### src/rtl/fetch_unit.sv
// Instruction fetch unit: credit-limited request issue, PC tag queue, instruction buffer,
// redirect flush with drain of stale responses. Optional macro FETCH_BYPASS_EN enables the empty-buffer bypass.
module fetch_unit #(
   parameter int              XLEN       = 32,
   parameter int              FIFO_DEPTH = 4,
   parameter logic [XLEN-1:0] RESET_PC   = 32'h0000_0000
) (
   input  logic                          i_clk,
   input  logic                          i_reset,
   input  logic                          i_redirect_vld,
   input  logic [XLEN-1:0]               i_redirect_pc,
   output logic                          o_imem_req_vld,
   input  logic                          i_imem_req_rdy,
   output logic [XLEN-1:0]               o_imem_addr,
   input  logic                          i_imem_rsp_vld,
   input  logic [31:0]                   i_imem_rsp_data,
   output logic                          o_insn_vld,
   output logic [31:0]                   o_insn,
   output logic [XLEN-1:0]               o_insn_pc,
   input  logic                          i_insn_rdy,
   output logic [$clog2(FIFO_DEPTH):0]   o_fifo_cnt
);
   localparam int AW = $clog2(FIFO_DEPTH);
   localparam int CW = AW + 1;
   localparam logic [CW:0] DEPTH_C = (CW+1)'(FIFO_DEPTH);

   typedef enum logic [1:0] {IDLE, FETCH, DRAIN} state_t;

   state_t          r_state, w_state_next;
   logic [XLEN-1:0] r_pc;
   logic [CW-1:0]   r_outst, r_drop, r_cnt;
   logic [AW-1:0]   r_wr_ptr, r_rd_ptr, r_tag_wr, r_tag_rd;
   logic [31:0]     r_buf_insn [FIFO_DEPTH];
   logic [XLEN-1:0] r_buf_pc   [FIFO_DEPTH];
   logic [XLEN-1:0] r_tag      [FIFO_DEPTH];

   logic            w_req_vld, w_req_fire;
   logic            w_rsp_inflight, w_rsp_acc, w_rsp_drop;
   logic            w_bypass, w_push, w_pop, w_buf_nonempty;
   logic [CW:0]     w_credit;
   logic [CW-1:0]   w_drop_load;
   logic [XLEN-1:0] w_tag_pc;
   logic            w_unused_pc_lsb;

   assign w_unused_pc_lsb = &{1'b0, i_redirect_pc[1:0]};
   assign w_credit        = {1'b0, r_cnt} + {1'b0, r_outst};
   assign w_req_vld       = (r_state == FETCH) && !i_redirect_vld && (w_credit < DEPTH_C);
   assign w_req_fire      = w_req_vld && i_imem_req_rdy;

   // Responses only count when something is actually in flight; stray pulses are ignored.
   assign w_rsp_inflight  = i_imem_rsp_vld && (r_outst != '0);
   assign w_rsp_acc       = (r_state == FETCH) && w_rsp_inflight && !i_redirect_vld;
   assign w_rsp_drop      = (r_state == DRAIN) && i_imem_rsp_vld && (r_drop != '0);
   assign w_drop_load     = (r_state == DRAIN) ? (r_drop - CW'(w_rsp_drop))
                                               : (r_outst - CW'(w_rsp_inflight));
   assign w_tag_pc        = r_tag[r_tag_rd];
   assign w_buf_nonempty  = (r_cnt != '0);

`ifdef FETCH_BYPASS_EN
   assign w_bypass = w_rsp_acc && !w_buf_nonempty;
`else
   assign w_bypass = 1'b0;
`endif

   assign w_pop  = w_buf_nonempty && i_insn_rdy;
   assign w_push = w_rsp_acc && !(w_bypass && i_insn_rdy);

   assign o_imem_req_vld = w_req_vld;
   assign o_imem_addr    = r_pc;
   assign o_insn_vld     = w_buf_nonempty || w_bypass;
   assign o_insn         = w_buf_nonempty ? r_buf_insn[r_rd_ptr] : (w_bypass ? i_imem_rsp_data : 32'h0);
   assign o_insn_pc      = w_buf_nonempty ? r_buf_pc[r_rd_ptr]   : (w_bypass ? w_tag_pc : '0);
   assign o_fifo_cnt     = r_cnt;

   always_comb begin
      w_state_next = r_state;
      case (r_state)
         IDLE:    w_state_next = FETCH;
         FETCH:   if (i_redirect_vld && (w_drop_load != '0)) w_state_next = DRAIN;
         DRAIN:   if (!i_redirect_vld && (r_drop == '0)) w_state_next = FETCH;
         default: w_state_next = IDLE;
      endcase
   end

   always_ff @(posedge i_clk or negedge i_reset) begin
      if (!i_reset) begin
         r_state  <= IDLE;
         r_pc     <= RESET_PC;
         r_outst  <= '0;
         r_drop   <= '0;
         r_cnt    <= '0;
         r_wr_ptr <= '0;
         r_rd_ptr <= '0;
         r_tag_wr <= '0;
         r_tag_rd <= '0;
      end else begin
         r_state <= w_state_next;

         if (i_redirect_vld)
            r_pc <= {i_redirect_pc[XLEN-1:2], 2'b00};
         else if (w_req_fire)
            r_pc <= r_pc + XLEN'(4);

         if (w_req_fire)
            r_tag_wr <= r_tag_wr + AW'(1);

         // A redirect hands every in-flight request over to the drop counter.
         if (i_redirect_vld) begin
            r_outst  <= '0;
            r_drop   <= w_drop_load;
            r_cnt    <= '0;
            r_rd_ptr <= r_wr_ptr;
            r_tag_rd <= r_tag_wr;
         end else begin
            r_outst <= r_outst + CW'(w_req_fire) - CW'(w_rsp_acc);
            r_drop  <= r_drop - CW'(w_rsp_drop);
            r_cnt   <= r_cnt + CW'(w_push) - CW'(w_pop);
            if (w_pop)
               r_rd_ptr <= r_rd_ptr + AW'(1);
            if (w_rsp_acc)
               r_tag_rd <= r_tag_rd + AW'(1);
         end

         if (w_push && !i_redirect_vld)
            r_wr_ptr <= r_wr_ptr + AW'(1);
      end
   end

   always_ff @(posedge i_clk) begin
      if (w_push) begin
         r_buf_insn[r_wr_ptr] <= i_imem_rsp_data;
         r_buf_pc[r_wr_ptr]   <= w_tag_pc;
      end
      if (w_req_fire)
         r_tag[r_tag_wr] <= r_pc;
   end

endmodule
### config.mk
export PLATFORM = sky130hd
export DESIGN_NAME = fetch_unit
export DESIGN_NICKNAME = d
export VERILOG_FILES = /design/src/rtl/fetch_unit.sv
export SDC_FILE = /design/constraint.sdc
export NUM_CORES = 1
export LEC_CHECK = 0
export ABC_AREA = 1
export BUFFER_PORTS_ARGS = -buffer_cell sky130_fd_sc_hd__buf_2
export CAP_MARGIN = 30
export CORE_UTILIZATION = 46
export DETAILED_ROUTE_END_ITERATION = 7
export GPL_TIMING_DRIVEN = 0
export PLACE_DENSITY = 0.61
export SYNTH_ARGS = -nofsm -noshare
export SYNTH_HDL_FRONTEND = slang
export SYNTH_SLANG_ARGS = --single-unit
### constraint.sdc
create_clock -name i_clk -period 5.2 [get_ports i_clk]
set_input_delay 0.78 -clock i_clk [delete_from_list [all_inputs] [get_ports i_clk]]
set_output_delay 0.78 -clock i_clk [all_outputs]
set_load 0.1 [all_outputs]
# After elaboration in Yosys (flattened, before gate mapping)
# Memories as Yosys holds them, arrays and structs flattened.
# Cells that the tools add are included.
# W data, S select, Z words.
op_classes:
  shifts: 0
  div: 0
  add_sub_neg: 12
  n_reduce_logical: 23
  muxes: 19
  bitwise_logic: 0
  magnitude_cmp: 1
  n_eq_ne: 4
  n_mul: 0
ops:
  columns: ["cell", "n"]
  rows:
  - ["$mux W32", 4]
  - ["$add A32 B3 Y32 const B", 1]
  - ["$logic_and A1 B1 Y1", 12]
  - ["$mux W2", 6]
  - ["$mux W3", 4]
  - ["$reduce_bool A3 Y1", 4]
  - ["$sub A3 B1 Y3", 4]
  - ["$add A2 B1 Y2 const B", 4]
  - ["$add A3 B1 Y3", 2]
  - ["$pmux W2 S3", 1]
  - ["$reduce_bool A2 Y1", 3]
  - ["$add A3 B3 Y4", 1]
  - ["$lt A4 B3 Y1 const B", 1]
  - ["$mux W1", 4]
  - ["$ne A2 B1 Y1 const B", 2]
  - ["$logic_not A3 Y1", 1]
  - ["$eq A2 B1 Y1 const B", 1]
  - ["$eq A2 B2 Y1 const B", 1]
  - ["$logic_not A2 Y1", 1]
  - ["$reduce_and A2 Y1", 1]
  - ["$logic_not A1 Y1", 1]
word_totals:
  out_inout_bits: 101
  ramBits: 384
  wordCells: 71
  rom_bits: 0
  register_bits: 51
  in_bits: 70
  latch_bits: 0
  memories: 3
memory_table:
  columns: ["memory", "words", "width", "rd", "rd_ports_with_merged_regs", "write_ports", "line", "rtl"]
  rows:
  - ["r_buf_insn", 4, 32, 1, 0, 1, "33", "logic [31:0] r_buf_insn [FIFO_DEPTH];"]
  - ["r_buf_pc", 4, 32, 1, 0, 1, "34", "logic [XLEN-1:0] r_buf_pc [FIFO_DEPTH];"]
  - ["r_tag", 4, 32, 1, 0, 1, "35", "logic [XLEN-1:0] r_tag [FIFO_DEPTH];"]

# Logic depth before layout (Yosys ltp)
logic_depth:
  ltp_word: 9
  mapped_depth: 13
  ltp_nobuf: 13

# Worst setup path before layout
# OpenSTA, ideal clock, no wires.
synth_path:
  kind: "flip-flop to output port"
  startpoint: "reg r_cnt[1] (netlist: o_fifo_cnt[1])"
  endpoint: "out o_insn[0]"
  path_stages_with_launch: 6
  required_ns: 4.420
  path_slack_ns: 0.702
  path_buffers: 1
  arrival_time_ns: 3.718
  path_cell_list: "dfrtp_1 -> nor2_1 -> nand2_1 -> inv_2 -> clkbuf_1 -> a21oi_1"
synth_between:
  elab_chain_len: 2
synth_rtl:
  columns: ["item", "line", "rtl"]
  rows:
  - ["start: declaration", "31", "logic [CW-1:0] r_outst, r_drop, r_cnt;"]
  - ["start signal: assignment", "117", "r_cnt <= r_cnt + CW'(w_push) - CW'(w_pop);"]
  - ["$reduce_bool A3 Y1", "57", "assign w_buf_nonempty = (r_cnt != '0);"]
  - ["named net o_insn_vld", "17", "output logic o_insn_vld,"]
  - ["$mux W32", "71", "assign o_insn = w_buf_nonempty ? r_buf_insn[r_rd_ptr] : (w_bypass ? i_imem_rsp_data : 32'h0);"]
  - ["end: declaration", "18", "output logic [31:0] o_insn,"]
# The timed path passes the listed nets, and every way through them passes these cells.

# Worst setup path in the final report
layout_path:
  startpoint: "reg r_rd_ptr[0]"
  endpoint: "out o_insn_pc[19]"
layout_between:
  elab_chain_len: 2
layout_rtl:
  columns: ["item", "line", "rtl"]
  rows:
  - ["start: declaration", "32", "logic [AW-1:0] r_wr_ptr, r_rd_ptr, r_tag_wr, r_tag_rd;"]
  - ["start signal: assignment", "112", "r_rd_ptr <= r_wr_ptr;"]
  - ["start signal: assignment", "119", "r_rd_ptr <= r_rd_ptr + AW'(1);"]
  - ["$mem_v2 Z4 W32", null, null]
  - ["$mux W32", "72", "assign o_insn_pc = w_buf_nonempty ? r_buf_pc[r_rd_ptr] : (w_bypass ? w_tag_pc : '0);"]
  - ["end: declaration", "19", "output logic [XLEN-1:0] o_insn_pc,"]
# Every way passes these cells.

==> impl_metrics.toml <==
[yosys]
syn_area_cell_um2 = 11.3
postSynth.asyncResetShare = 0.118
synth_area_mm2 = 0.0175
synth_warnings = 0
synth-edff-count = 368
synth.largest_area_cell = "edfxtp_1"
postSynth.topFlopCell = "edfxtp_1"
ys_ff_latch = 417
synthesis.instances = 1553
ys_types = 41
synth_top_area_cells = "edfxtp_1, nor2_1, dfrtp_1"
synth_seq_area_share = 0.701
synth.top_cell.area_share = 0.631

[clock_tree]
clock_sink_count = 417
clk_root_buffer_cell = "clkbuf_16"
cts_htree_levels = 2
cts.hold.buffers_added = 0
cts_repair_resize_count = 0
clock_latency_reported_for_the_late_side_of_the_worst_skew_pair_ns = 0.54
cts_inserted_buffers = 44
post-cts-setup-buffer-count = 0
cts.clk_slew.worst_paths_ns = 0.06
max-clock-path-buffers = 3
tritoncts = "done"

[worst_setup_path]
startpoint_type = "flip-flop"
reg2regPathDepth = 13
cp_data_required_time_ns = 4.42
setup.worst_path.end_class = "output pin"
biggest_fanout_along_the_worst_timing_path = 10
rrSetupSlack_ns = 2.46
critPathKind = "reg -> out"
cp_data_arrival_time_ns = 2.73

[die]
rows = 71
initial_utilization = 0.466
floorplan.die.width_um = 197
fp.dieArea_mm2 = 0.0389
coreArea_mm2 = 0.0376
design.portCount = 171
die_h_um = 197

[timing]
transition_at_the_pin_with_the_smallest_max_transition_slack_ns = 0.800
finalMaxSlewViolations = 0
timing.final.setup_violations = 0
worst_slew_margin = 0.466
final-hold-violation-count = 0
finClkSkew_ns = 0.0222
fmax_ghz = 0.285
fin_ws_ns = 1.69
grt_setup_unrepaired = "no"
post-route-period-util = 0.676
finalWorstPathRequiredPeriod_ns = 3.51

[grt]
grtUsageMet1 = 0.298
global_route.usage.met2 = 0.376
antenna_found_initial = 0
gr-max-usage-layer = "met2"
global_route.overflow_total = 0
maximum_number_of_pins_on_one_net_before_global_route_repair = 27
first_global_vias = 11800
grt_use_total = 0.220
grt_first_pass_wirelength_um = 65400
grt.met3_usage = 0.0280

[route]
routed_wl_um = 42200
detail_route.iter0.violations = 677
drc_errors = 0
vias_after_detailed_routing = 12000
ant_nets = 0
wl_cell_um = 18.2
dr.pass1.iters = 5
via_per_inst = 5.15

[cells_and_area]
drive_gt1_frac = 0.167
fill_cells = 3191
multi_input_comb_area_mm2 = 0.00462
regArea_mm2 = 0.0123
final_design_area_no_fill_mm2 = 0.0207
flow.area_growth_from_synthesis_pct = 18.4
final_net_count = 1870

[placement]
dp_slack_ns = 2.14
place_congestion = 0.842
detailed_place_hpwl_um = 28100
port_buf_inserts = 164
placed_cell_area_mm2 = 0.0194

[power_and_ir_drop]
power.ir.vdd_worst_uv = 354
powerDensity_mw_per_mm2 = 657
power_leakage_nw = 7.81

[run_status]
run_status = "complete, no violations"

[worst_hold_path]
timing.hold.worst.class = "in -> async"

[flow_run]
number_of_violations_of_the_max_capacitance_limit = 0
==> state kept, by name, indices dropped and copies added, names as in the netlist, 3 cells and up <==
name         flops
r_buf_insn     128
r_buf_pc       120
r_tag          120
o_imem_addr     30
o_fifo_cnt       3
r_drop           3
r_outst          3
==> cells in the final DEF (no fill, tap or decap), types with 5 or more instances in the layout <==
master,synthesis,routed
nand3_1,70,70
clkbuf_1,38,52
o21bai_1,7,7
dfrtp_1,49,49
buf_16,0,5
buf_12,0,8
ha_1,19,19
nor2_2,5,5
nor2_1,356,348
edfxtp_1,368,368
inv_1,74,74
nor2_4,5,13
a21oi_1,66,66
inv_2,5,5
xor2_1,8,8
xnor2_1,5,5
buf_1,11,11
o22ai_1,31,31
buf_2,17,181
nand2_1,187,187
clkbuf_16,0,45
clkinv_2,1,9
clkinv_1,1,7
o21ai_0,194,194
buf_4,12,12
==> worst paths after layout <==
check	startpoint	to
setup / recovery	r_rd_ptr[0]	o_insn_pc[19]
hold / removal	i_reset	r_state[0]
setup reg to reg	o_fifo_cnt[1]	r_outst[2]
hold reg to reg	r_state[0]	r_state[0]
max in group asynchronous	i_reset	o_imem_addr[12]
min in group i_clk	i_imem_rsp_data[3]	r_buf_insn[2][3]
==> cell type report <==
| type | instances | area share |
|---|---|---|
| diodes | 2 | 0.000241 |
| plain buffers | 81 | 0.0186 |
| clock buffers | 59 | 0.0568 |
| clock inverters | 21 | 0.0100 |
| inverters | 82 | 0.0150 |
| multi-input cells | 976 | 0.223 |
| flip-flops and latches | 417 | 0.592 |
| well taps | 511 | 0.0308 |
| repair buffers | 177 | 0.0539 |
==> through the flow <==
stage	setup TNS [ns]	util	power (mW)	instances	hold WS, ns
after floorplan	0	-	9.19	1556	0.484
after global placement	-326.91	0.506	10.6	2231	0.537
after detailed placement	0	0.515	10.7	2244	0.534
after CTS	0	0.552	13.7	2324	0.270
after global routing	0	0.552	14.2	2324	0.302
final	0	0.552	13.6	2326	0.260
==> cell usage after synthesis, types with 2 or more instances <==
cell type  instances
clkbuf_1          38
nor2_1           356
dfrtp_1           49
o21bai_1           7
edfxtp_1         368
buf_4             12
xor2_1             8
nor2_2             5
ha_1              19
buf_6              2
buf_1             11
nand2_2            3
buf_2             17
nand3_1           70
xnor2_1            5
nand2_1          187
o21ai_0          194
o22ai_1           31
nor2_4             5
a21oi_1           66
inv_2              5
fa_1               2
inv_1             74
nand4_1            2
==> logic make-up (layout without fill, tap and decap cells) <==
group | after synthesis | count (layout) | synth area share
XOR/XNOR | 13 | 13 | 0.00650
adder cells (fa/ha/maj) | 21 | 21 | 0.0159
flip-flops | 417 | 417 | 0.701
AND/OR/NAND/NOR | 638 | 638 | 0.148
AO/OA/AOI/OAI | 300 | 300 | 0.0892
buffers and inverters | 163 | 420 | 0.0398
other | 1 | 6 | 0.000214
==> layer usage <==
layer / routed length, um / up-vias
li1: - / 5826
met4: 737 / 0
met5: 0 / -
met3: 2210 / 55
met2: 20700 / 350
met1: 18600 / 5750
==> where the power goes <==
group / internal (mW) / switching [mW]
clock: 1.79 / 1.24
combinational: 1.11 / 5.04
sequential: 4.18 / 0.260
total: 7.08 / 6.54
==> critical path: stages (launching register included) <==
cell and delay (ns):
dfrtp_1 0.37, buf_4 0.19, inv_4 0.11, buf_6 0.16, clkbuf_1 0.40, o21ai_0 0.18
a21oi_1 0.30, buf_2 0.49
No activity file was read; power rests on OpenSTA's default activity.
